File: config.mk
export PLATFORM = sky130hd
export DESIGN_NAME = rvfi_retire_comparator
export DESIGN_NICKNAME = d
export VERILOG_FILES = /design/src/rtl/rvfi_retire_comparator.sv
export SDC_FILE = /design/constraint.sdc
export NUM_CORES = 2
export LEC_CHECK = 0
export CAP_MARGIN = 5
export CELL_PAD_IN_SITES_DETAIL_PLACEMENT = 0
export CELL_PAD_IN_SITES_GLOBAL_PLACEMENT = 2
export CORE_AREA = 2 2 484 486
export CTS_BUF_LIST = sky130_fd_sc_hd__clkbuf_2 sky130_fd_sc_hd__clkbuf_4 sky130_fd_sc_hd__clkbuf_8
export DETAILED_ROUTE_END_ITERATION = 16
export DIE_AREA = 0 0 486 488
export PLACE_DENSITY_LB_ADDON = 0.1
export SLEW_MARGIN = 0
export SYNTH_ARGS = -nofsm -noshare
export SYNTH_HDL_FRONTEND = slang
export SYNTH_SLANG_ARGS = --single-unit
File: constraint.sdc
create_clock -name clk_i -period 13.3 [get_ports clk_i]
set_input_delay 1.33 -clock clk_i [delete_from_list [all_inputs] [get_ports clk_i]]
set_output_delay 1.33 -clock clk_i [all_outputs]
set_load 0.005 [all_outputs]
File: src/rtl/rvfi_retire_comparator.sv
// rvfi_retire_comparator: pairs DUT and reference RVFI retirements in order
// through per-side FIFOs, compares each pair field by field and keeps
// saturating match/mismatch counters plus sticky halt/overflow flags.
module rvfi_retire_comparator #(
    parameter int unsigned XLEN             = 32,
    parameter int unsigned DEPTH            = 8,
    parameter int unsigned CNT_W            = 32,
    parameter bit          STOP_ON_MISMATCH = 1'b1
) (
    input  logic                     clk_i,
    input  logic                     rst_i,
    input  logic                     dut_valid_i,
    input  logic [63:0]              dut_order_i,
    input  logic [31:0]              dut_insn_i,
    input  logic                     dut_trap_i,
    input  logic [XLEN-1:0]          dut_pc_rdata_i,
    input  logic [4:0]               dut_rd1_addr_i,
    input  logic [XLEN-1:0]          dut_rd1_wdata_i,
    input  logic                     ref_valid_i,
    input  logic [63:0]              ref_order_i,
    input  logic [31:0]              ref_insn_i,
    input  logic                     ref_trap_i,
    input  logic [XLEN-1:0]          ref_pc_rdata_i,
    input  logic [4:0]               ref_rd1_addr_i,
    input  logic [XLEN-1:0]          ref_rd1_wdata_i,
    output logic                     mismatch_o,
    output logic [4:0]               mismatch_fields_o,
    output logic                     halted_o,
    output logic                     overflow_o,
    output logic [CNT_W-1:0]         match_cnt_o,
    output logic [CNT_W-1:0]         mismatch_cnt_o,
    output logic [$clog2(DEPTH):0]   dut_level_o,
    output logic [$clog2(DEPTH):0]   ref_level_o
);

    localparam int unsigned AW    = $clog2(DEPTH);
    localparam int unsigned PTR_W = AW + 1;

    typedef struct packed {
        logic [63:0]     order;
        logic [31:0]     insn;
        logic            trap;
        logic [XLEN-1:0] pc_rdata;
        logic [4:0]      rd1_addr;
        logic [XLEN-1:0] rd1_wdata;
    } retire_t;

    retire_t            dut_mem [DEPTH];
    retire_t            ref_mem [DEPTH];
    logic [PTR_W-1:0]   dut_wptr_q, dut_rptr_q;
    logic [PTR_W-1:0]   ref_wptr_q, ref_rptr_q;

    retire_t            dut_entry_c, ref_entry_c;
    retire_t            dut_head_c, ref_head_c;
    logic               dut_full_c, dut_empty_c, ref_full_c, ref_empty_c;
    logic               pop_c;
    logic               dut_push_c, ref_push_c, dut_drop_c, ref_drop_c;
    logic [4:0]         diff_c;

    // Pack incoming retirement fields and read FIFO heads
    always_comb begin
        dut_entry_c = '{order: dut_order_i, insn: dut_insn_i, trap: dut_trap_i,
                        pc_rdata: dut_pc_rdata_i, rd1_addr: dut_rd1_addr_i,
                        rd1_wdata: dut_rd1_wdata_i};
        ref_entry_c = '{order: ref_order_i, insn: ref_insn_i, trap: ref_trap_i,
                        pc_rdata: ref_pc_rdata_i, rd1_addr: ref_rd1_addr_i,
                        rd1_wdata: ref_rd1_wdata_i};
        dut_head_c  = dut_mem[dut_rptr_q[AW-1:0]];
        ref_head_c  = ref_mem[ref_rptr_q[AW-1:0]];
    end

    // FIFO status, pop/push decisions; a full FIFO still accepts when popped
    always_comb begin
        dut_full_c  = (dut_wptr_q[AW] != dut_rptr_q[AW]) &&
                      (dut_wptr_q[AW-1:0] == dut_rptr_q[AW-1:0]);
        ref_full_c  = (ref_wptr_q[AW] != ref_rptr_q[AW]) &&
                      (ref_wptr_q[AW-1:0] == ref_rptr_q[AW-1:0]);
        dut_empty_c = (dut_wptr_q == dut_rptr_q);
        ref_empty_c = (ref_wptr_q == ref_rptr_q);
        pop_c       = !dut_empty_c && !ref_empty_c && !halted_o;
        dut_push_c  = dut_valid_i && (!dut_full_c || pop_c);
        ref_push_c  = ref_valid_i && (!ref_full_c || pop_c);
        dut_drop_c  = dut_valid_i && dut_full_c && !pop_c;
        ref_drop_c  = ref_valid_i && ref_full_c && !pop_c;
    end

    // Field diff vector {rd,trap,insn,pc,order}; rd wdata ignored for x0
    always_comb begin
        diff_c    = 5'd0;
        diff_c[0] = (dut_head_c.order    != ref_head_c.order);
        diff_c[1] = (dut_head_c.pc_rdata != ref_head_c.pc_rdata);
        diff_c[2] = (dut_head_c.insn     != ref_head_c.insn);
        diff_c[3] = (dut_head_c.trap     != ref_head_c.trap);
        diff_c[4] = (dut_head_c.rd1_addr != ref_head_c.rd1_addr) ||
                    ((dut_head_c.rd1_addr != 5'd0) &&
                     (dut_head_c.rd1_wdata != ref_head_c.rd1_wdata));
    end

    // FIFO storage writes; contents need no reset since pointers gate them
    always_ff @(posedge clk_i) begin
        if (dut_push_c) dut_mem[dut_wptr_q[AW-1:0]] <= dut_entry_c;
        if (ref_push_c) ref_mem[ref_wptr_q[AW-1:0]] <= ref_entry_c;
    end

    // Pointers, occupancy levels and sticky overflow flag
    always_ff @(posedge clk_i or posedge rst_i) begin
        if (rst_i) begin
            dut_wptr_q  <= '0;
            dut_rptr_q  <= '0;
            ref_wptr_q  <= '0;
            ref_rptr_q  <= '0;
            dut_level_o <= '0;
            ref_level_o <= '0;
            overflow_o  <= 1'b0;
        end else begin
            if (dut_push_c) dut_wptr_q <= dut_wptr_q + PTR_W'(1);
            if (ref_push_c) ref_wptr_q <= ref_wptr_q + PTR_W'(1);
            if (pop_c) begin
                dut_rptr_q <= dut_rptr_q + PTR_W'(1);
                ref_rptr_q <= ref_rptr_q + PTR_W'(1);
            end
            dut_level_o <= dut_level_o + PTR_W'(dut_push_c) - PTR_W'(pop_c);
            ref_level_o <= ref_level_o + PTR_W'(ref_push_c) - PTR_W'(pop_c);
            if (dut_drop_c || ref_drop_c) overflow_o <= 1'b1;
        end
    end

    // Registered compare result, saturating counters and halt
    always_ff @(posedge clk_i or posedge rst_i) begin
        if (rst_i) begin
            mismatch_o        <= 1'b0;
            mismatch_fields_o <= 5'd0;
            halted_o          <= 1'b0;
            match_cnt_o       <= '0;
            mismatch_cnt_o    <= '0;
        end else begin
            mismatch_o <= 1'b0;
            if (pop_c) begin
                if (diff_c == 5'd0) begin
                    if (match_cnt_o != {CNT_W{1'b1}})
                        match_cnt_o <= match_cnt_o + CNT_W'(1);
                end else begin
                    mismatch_o        <= 1'b1;
                    mismatch_fields_o <= diff_c;
                    if (mismatch_cnt_o != {CNT_W{1'b1}})
                        mismatch_cnt_o <= mismatch_cnt_o + CNT_W'(1);
                    if (STOP_ON_MISMATCH) halted_o <= 1'b1;
                end
            end
        end
    end

endmodule
== Word-level counts from Yosys, hierarchy flattened ==
Memories as Yosys holds them, arrays and structs flattened.
Index checks and enable logic that the tools add are counted.
W data, S select, Z words.

* RAM bits: 2656
* Output and inout port bits: 80
* Memories kept: 2
* Flip-flop bits (word level): 96
* Word-level logic and storage cells: 71
* Input port bits: 336

{| class="wikitable"
|+ Memories
! memory !! depth !! width !! rd ports !! clocked after memory_dff !! wr ports !! line !! RTL
|-
| dut_mem || 8 || 166 || 1 || 0 || 1 || 48 || <nowiki>retire_t dut_mem [DEPTH];</nowiki>
|-
| ref_mem || 8 || 166 || 1 || 0 || 1 || 49 || <nowiki>retire_t ref_mem [DEPTH];</nowiki>
|}

* Reductions and logical operators: 26
* Add/subtract/negate cells: 10
* Mux-type cells: 6
* Equal/unequal tests: 14
* Bitwise gates (word level): 1

{| class="wikitable"
|+ Operators with widths
! kind !! count
|-
| $ne A32 B32 Y1 || 3
|-
| $add A32 B1 Y32 const B || 2
|-
| $ne A32 B32 Y1 const B || 2
|-
| $ne A64 B64 Y1 || 1
|-
| $add A4 B1 Y4 const B || 4
|-
| $logic_and A1 B1 Y1 || 11
|-
| $add A4 B1 Y4 || 2
|-
| $eq A4 B4 Y1 || 2
|-
| $sub A4 B1 Y4 || 2
|-
| $eq A3 B3 Y1 || 2
|-
| $logic_not A1 Y1 || 6
|-
| $mux W1 || 6
|-
| $reduce_and A3 Y1 || 2
|-
| $logic_not A5 Y1 || 1
|-
| $ne A5 B5 Y1 || 1
|-
| $reduce_bool A5 Y1 || 1
|-
| $logic_or A1 B1 Y1 || 4
|-
| $ne A1 B1 Y1 || 3
|-
| $reduce_and A2 Y1 || 1
|-
| $not A1 Y1 || 1
|}

== Longest topological paths before layout ==
* Depth after elaboration: 8
* Depth in mapped cells: 19
* Gate-level depth less buffers: 14

== Least setup slack after synthesis ==
OpenSTA, ideal clock, no wires.

* Path type: register -> register
* Start: register dut_rptr_q[0]
* End: memory dut_mem[0][0] (netlist name) (enable)
* Cell stages (with the launch flop): 15
* Path slack: -1.403 ns
* Arrival: 13.808 ns
* Buffers on the path: 4
* Data required time: 12.405 ns
* Library setup time: 0.895 ns
* Period minus slack after synthesis: 14.703 ns
* Path through: dfrtp_1 buf_4 buf_2 buf_2 clkbuf_1 xnor2_1 nand3_1 inv_1 a21oi_1 o21ai_0 inv_1 nor3_1 nand2b_1 or2_2 nor3_1

* Word-level cells in the longest chain between the ends: 8
* Elaborated cells on any way between the ends: 11
* Classes of those cells: 2 x eq/ne; 2 x mux; 7 x reduce/logical

{| class="wikitable"
|+ RTL lines
! element !! line !! RTL
|-
| start: declaration || 50 || <nowiki>logic [PTR_W-1:0] dut_wptr_q, dut_rptr_q;</nowiki>
|-
| start signal: assignment || 119 || <nowiki>dut_rptr_q <= dut_rptr_q + PTR_W'(1);</nowiki>
|-
| $eq A4 B4 Y1 || 78 || <nowiki>dut_empty_c = (dut_wptr_q == dut_rptr_q);</nowiki>
|-
| $logic_not A1 Y1 || 80 || <nowiki>pop_c = !dut_empty_c && !ref_empty_c && !halted_o;</nowiki>
|-
| $logic_and A1 B1 Y1 (2 in series) || 80 ||
|-
| $logic_or A1 B1 Y1 * || 81 || <nowiki>dut_push_c = dut_valid_i && (!dut_full_c || pop_c);</nowiki>
|-
| $logic_and A1 B1 Y1 * || 81 ||
|-
| $mux W1 * || 101 || <nowiki>if (dut_push_c) dut_mem[dut_wptr_q[AW-1:0]] <= dut_entry_c;</nowiki>
|-
| $mux W1 (implied by the code) * || 101 ||
|-
| end: declaration || 48 ||
|}

Mark *: on every way between the ends. The rest lies on a longest branch, timed or not.

== Final worst setup path ==
* Start: register ref_rptr_q[1]
* End: register mismatch_cnt_o[22]

* Word-level cells in the longest chain between the ends: 7
* Elaborated cells on any way between the ends: 16
* Classes of those cells: 7 x eq/ne; 1 x bitwise; 7 x reduce/logical; 1 x memory

{| class="wikitable"
|+ RTL lines
! element !! line !! RTL
|-
| start: declaration || 51 || <nowiki>logic [PTR_W-1:0] ref_wptr_q, ref_rptr_q;</nowiki>
|-
| start signal: assignment || 120 || <nowiki>ref_rptr_q <= ref_rptr_q + PTR_W'(1);</nowiki>
|-
| $mem_v2 Z8 W166 || -- ||
|-
| $ne A32 B32 Y1 || 96 || <nowiki>(dut_head_c.rd1_wdata != ref_head_c.rd1_wdata));</nowiki>
|-
| $logic_and A1 B1 Y1 || 95 || <nowiki>((dut_head_c.rd1_addr != 5'd0) &&</nowiki>
|-
| $logic_or A1 B1 Y1 || 94 || <nowiki>diff_c[4] = (dut_head_c.rd1_addr != ref_head_c.rd1_addr) ||</nowiki>
|-
| $logic_not A5 Y1 || 139 || <nowiki>if (diff_c == 5'd0) begin</nowiki>
|-
| $not A1 Y1 (no line) || -- ||
|-
| $reduce_and A3 Y1 (no line) * || -- ||
|-
| end signal: assignment || 146 || <nowiki>mismatch_cnt_o <= mismatch_cnt_o + CNT_W'(1);</nowiki>
|-
| end: declaration || 31 || <nowiki>output logic [CNT_W-1:0] mismatch_cnt_o,</nowiki>
|}

Marks and branches as above.
A chain may end at the register's enable or synchronous reset.

==> flow_summary_export.csv <==
group,metric,value,unit
power,p_leak,0.0398,µW
cells_and_area,multiInputGateArea,22700,µm²
synth,synth_edf_count,2656,
power,irDropWorstVdd,147,µV
worst_setup_path,cp-start-kind,"flop",
timing,slew_headroom,21.3,%
route,drcViolationCount,0,
power,power_density,214,nW/µm²
floorplanning,rows,177,
worst_setup_path,crit_type,"reg2reg",
synth,ys_types,43,
floorplanning,start_util,45.7,%
floorplanning,ios,416,
timing,fmaxAchievable,146,MHz
worst_setup_path,crit_fanout,88,
global_route,grt_overflow,0,
synth,async_reset_ff_share,3.49,%
cts,cts_sinks,2752,
floorplanning,die_h,488,µm
route,num_vias,50000,
synth,synth_compound_area_share,0.241,%
worst_setup_path,crit_path_end_kind,"flop",
synth,ys.flop_type,"edfxtp_1",
floorplanning,fp.dieW,486,µm
route,wire_per_inst,29.7,µm
synth,netlist_instances,4713,
synth,syn-num-nets,5065,
synth,ys_ff_latch,2752,
timing,tns,0,ns
power,seqPwrFrac,43.2,%
synth,avgSynthCellArea,22.5,µm²
outcome,status,"complete, no violations",
timing,min_period,6.84,ns
synth,synth_area,106000,µm²
global_route,grt_usage,22.3,%
synth,synth_fa_ha_area_share,0.203,%
global_route,grt_max_degree,109,
cts,ctsLongestPathBuffers,4,
cts,hold_buffers,0,
cts,cts_resized,0,
power,intPower,18100,µW
min_path,min_path_type,"reg2reg",
route,drt-total-wl,264,mm
cts,htreeDepth,5,
place,gp_congestion,0.740,
worst_setup_path,worstPathArrival,7.79,ns
floorplanning,coreArea,232000,µm²
timing,final_max_slew_viol_count,0,
power,p_switching,8150,µW
route,via_per_inst,5.62,
cts,cts_buffers,462,
synth,synthSimpleGateAreaFrac,2.29,%
cts,path_clk_slew,0.06,ns
floorplanning,die_area,237000,µm²
cts,cts-root-buf,"clkbuf_8",
timing,rsz0062_at_grt,"no",
cts,cts_tree,"yes",
cells_and_area,layout.nets,5837,
timing,setup_violations,0,
power,switching_share,31.1,%
place,hpwl,150,mm
timing,finalCritPeriodShare,51.4,%
route,drtIter0Drc,3480,
cells_and_area,fillers,18200,
place,port_buffers,415,
synth,yosysTopAreaCell,"edfxtp_1",
synth,yosys-top-cells-count,"2656 x edfxtp_1, 646 x mux4_2, 289 x mux2i_1, 221 x nand2_1, 172 x xnor2_1",
timing,worst_pin_slew,1.17,ns
cells_and_area,seq_area,82200,µm²
synth,synth.area.top_cells,"edfxtp_1 75%, mux4_2 14%, mux2i_1 2.7%",
synth,yosysMostFrequentCell,"edfxtp_1",
cells_and_area,drive_above_1_share,25.8,%
synth,synth_top_family_by_area,"multiplexers",
worst_setup_path,cp.required,14.25,ns
synth,synthMuxAreaShare,16.5,%
global_route,antenna_found_initial,101,
timing,hold_viol,0,
timing,fin_skew,0.0789,ns
cells_and_area,stdcell_area,123000,µm²
global_route,grt_pass1_wl,376,mm
place,postPlaceCellArea,114000,µm²
power,p_clk_share,27.6,%
route,drt_pass1_iterations,7,
synth,yosys.area.top_type_share,75.2,%
timing,whs,0.484,ns
synth,ys_seq_area_share,77.5,%
job,maxCapViolCount,0,
route,postRouteAntennaNets,0,
cells_and_area,syn2layout_area_growth,15.8,%
power,combPwrFrac,29.3,%
global_route,first_global_vias,51900,
synth,post_synth_xor_area_fraction,2.03,%
cts,clkLatencyLatePin,1.12,ns
synth,yosysWarningCount,0,
cts,post_cts_buffers,0,
-- state kept, by name, indices dropped and copies added, names as in the netlist --
name / flops
dut_level_o: 4
dut_mem: 1328
dut_rptr_q: 4
dut_wptr_q: 4
halted_o: 1
match_cnt_o: 32
mismatch_cnt_o: 32
mismatch_fields_o: 5
mismatch_o: 1
overflow_o: 1
ref_level_o: 4
ref_mem: 1328
ref_rptr_q: 4
ref_wptr_q: 4
-- layout make-up --
cell class	count	share of cell area [%]
inverters	25	0.0846
well taps	3043	3.10
clock inverters	183	0.932
multi-input cells	1724	18.5
diodes	23	0.0469
repair buffers	520	4.15
clock buffers	630	6.26
flip-flops and latches	2752	66.9
-- per-stage QoR --
stage,utilization [%],std cells,worst slack (ns),power [µW]
detailed placement,49.1,8064,6.36,19400
finish,52.9,8900,6.46,26200
floorplan,-,4713,3.06,16900
CTS,52.9,8877,6.33,26700
global route,52.9,8890,6.06,27500
global placement,49.1,8064,6.37,19400
-- routing by layer --
layer	track usage (%)	vias up	routed length, µm
met5	0	-	438
met4	6.48	70	6510
met3	5.51	488	16700
met2	36.2	1399	129000
met1	30.1	26900	112000
li1	-	21200	-
-- placed cells by master, fill, tap and decap left out, types with 18 or more instances in the layout --
cell type        count
xnor2_1            172
clkinv_2            44
nand3_1             36
nand2b_1            36
and3_1              29
nor2_1              28
diode_2             23
mux2i_1            289
mux4_2             646
dfrtp_1             90
clkinv_1           117
nor4_1              18
edfxtp_1          2656
clkbuf_8           473
nand4_1             46
buf_4               93
nand2_1            221
inv_1               23
clkdlybuf4s50_1    415
xor2_1              74
clkbuf_4           157
-- power by group through the flow --
stage | Sequential (µW) | Clock (µW) | Combinational [µW]
after global routing | 11400 | 7810 | 8240
after CTS | 11300 | 7430 | 7910
final | 11300 | 7230 | 7670
after global placement | 11500 | 0 | 7900
after detailed placement | 11500 | 0 | 7890
after floorplan | 11600 | 0 | 5280
-- cell families (layout without fill, tap and decap cells) --
kind of cell,after synthesis,after routing
buf+inv,237,1358
simple gates,484,484
flops,2752,2752
mux,940,940
compound gates,38,38
other cells,0,23
fa+ha+maj,16,16
xor+xnor,246,246
-- critical path: stages, from the launching register on --
cell and delay, ns:
dfrtp_4 0.98, buf_12 0.47, buf_4 0.70, mux4_2 0.58, mux2i_1 0.18, xnor2_1 0.23, nand4_1 0.21, nor2_1 0.55
nand4_1 0.43, nor4_1 0.44, nand3_1 0.36, and2_2 0.60, nand4_1 0.24, mux2_2 0.34
-- worst paths after layout --
check,to,slack (ns),depth (start not counted),startpoint
worst max-delay path,mismatch_cnt_o[22],6.46,13,ref_rptr_q[1]
worst min-delay path,match_cnt_o[10],0.48,1,match_cnt_o[10]
worst max register to register,mismatch_cnt_o[22],6.46,13,ref_rptr_q[1]
worst min register to register,match_cnt_o[10],0.48,1,match_cnt_o[10]
max in group asynchronous,dut_rptr_q[1],11.31,3,rst_i
min in group asynchronous,match_cnt_o[30],0.64,2,rst_i
Note: power is estimated with default switching activity, not from simulation.
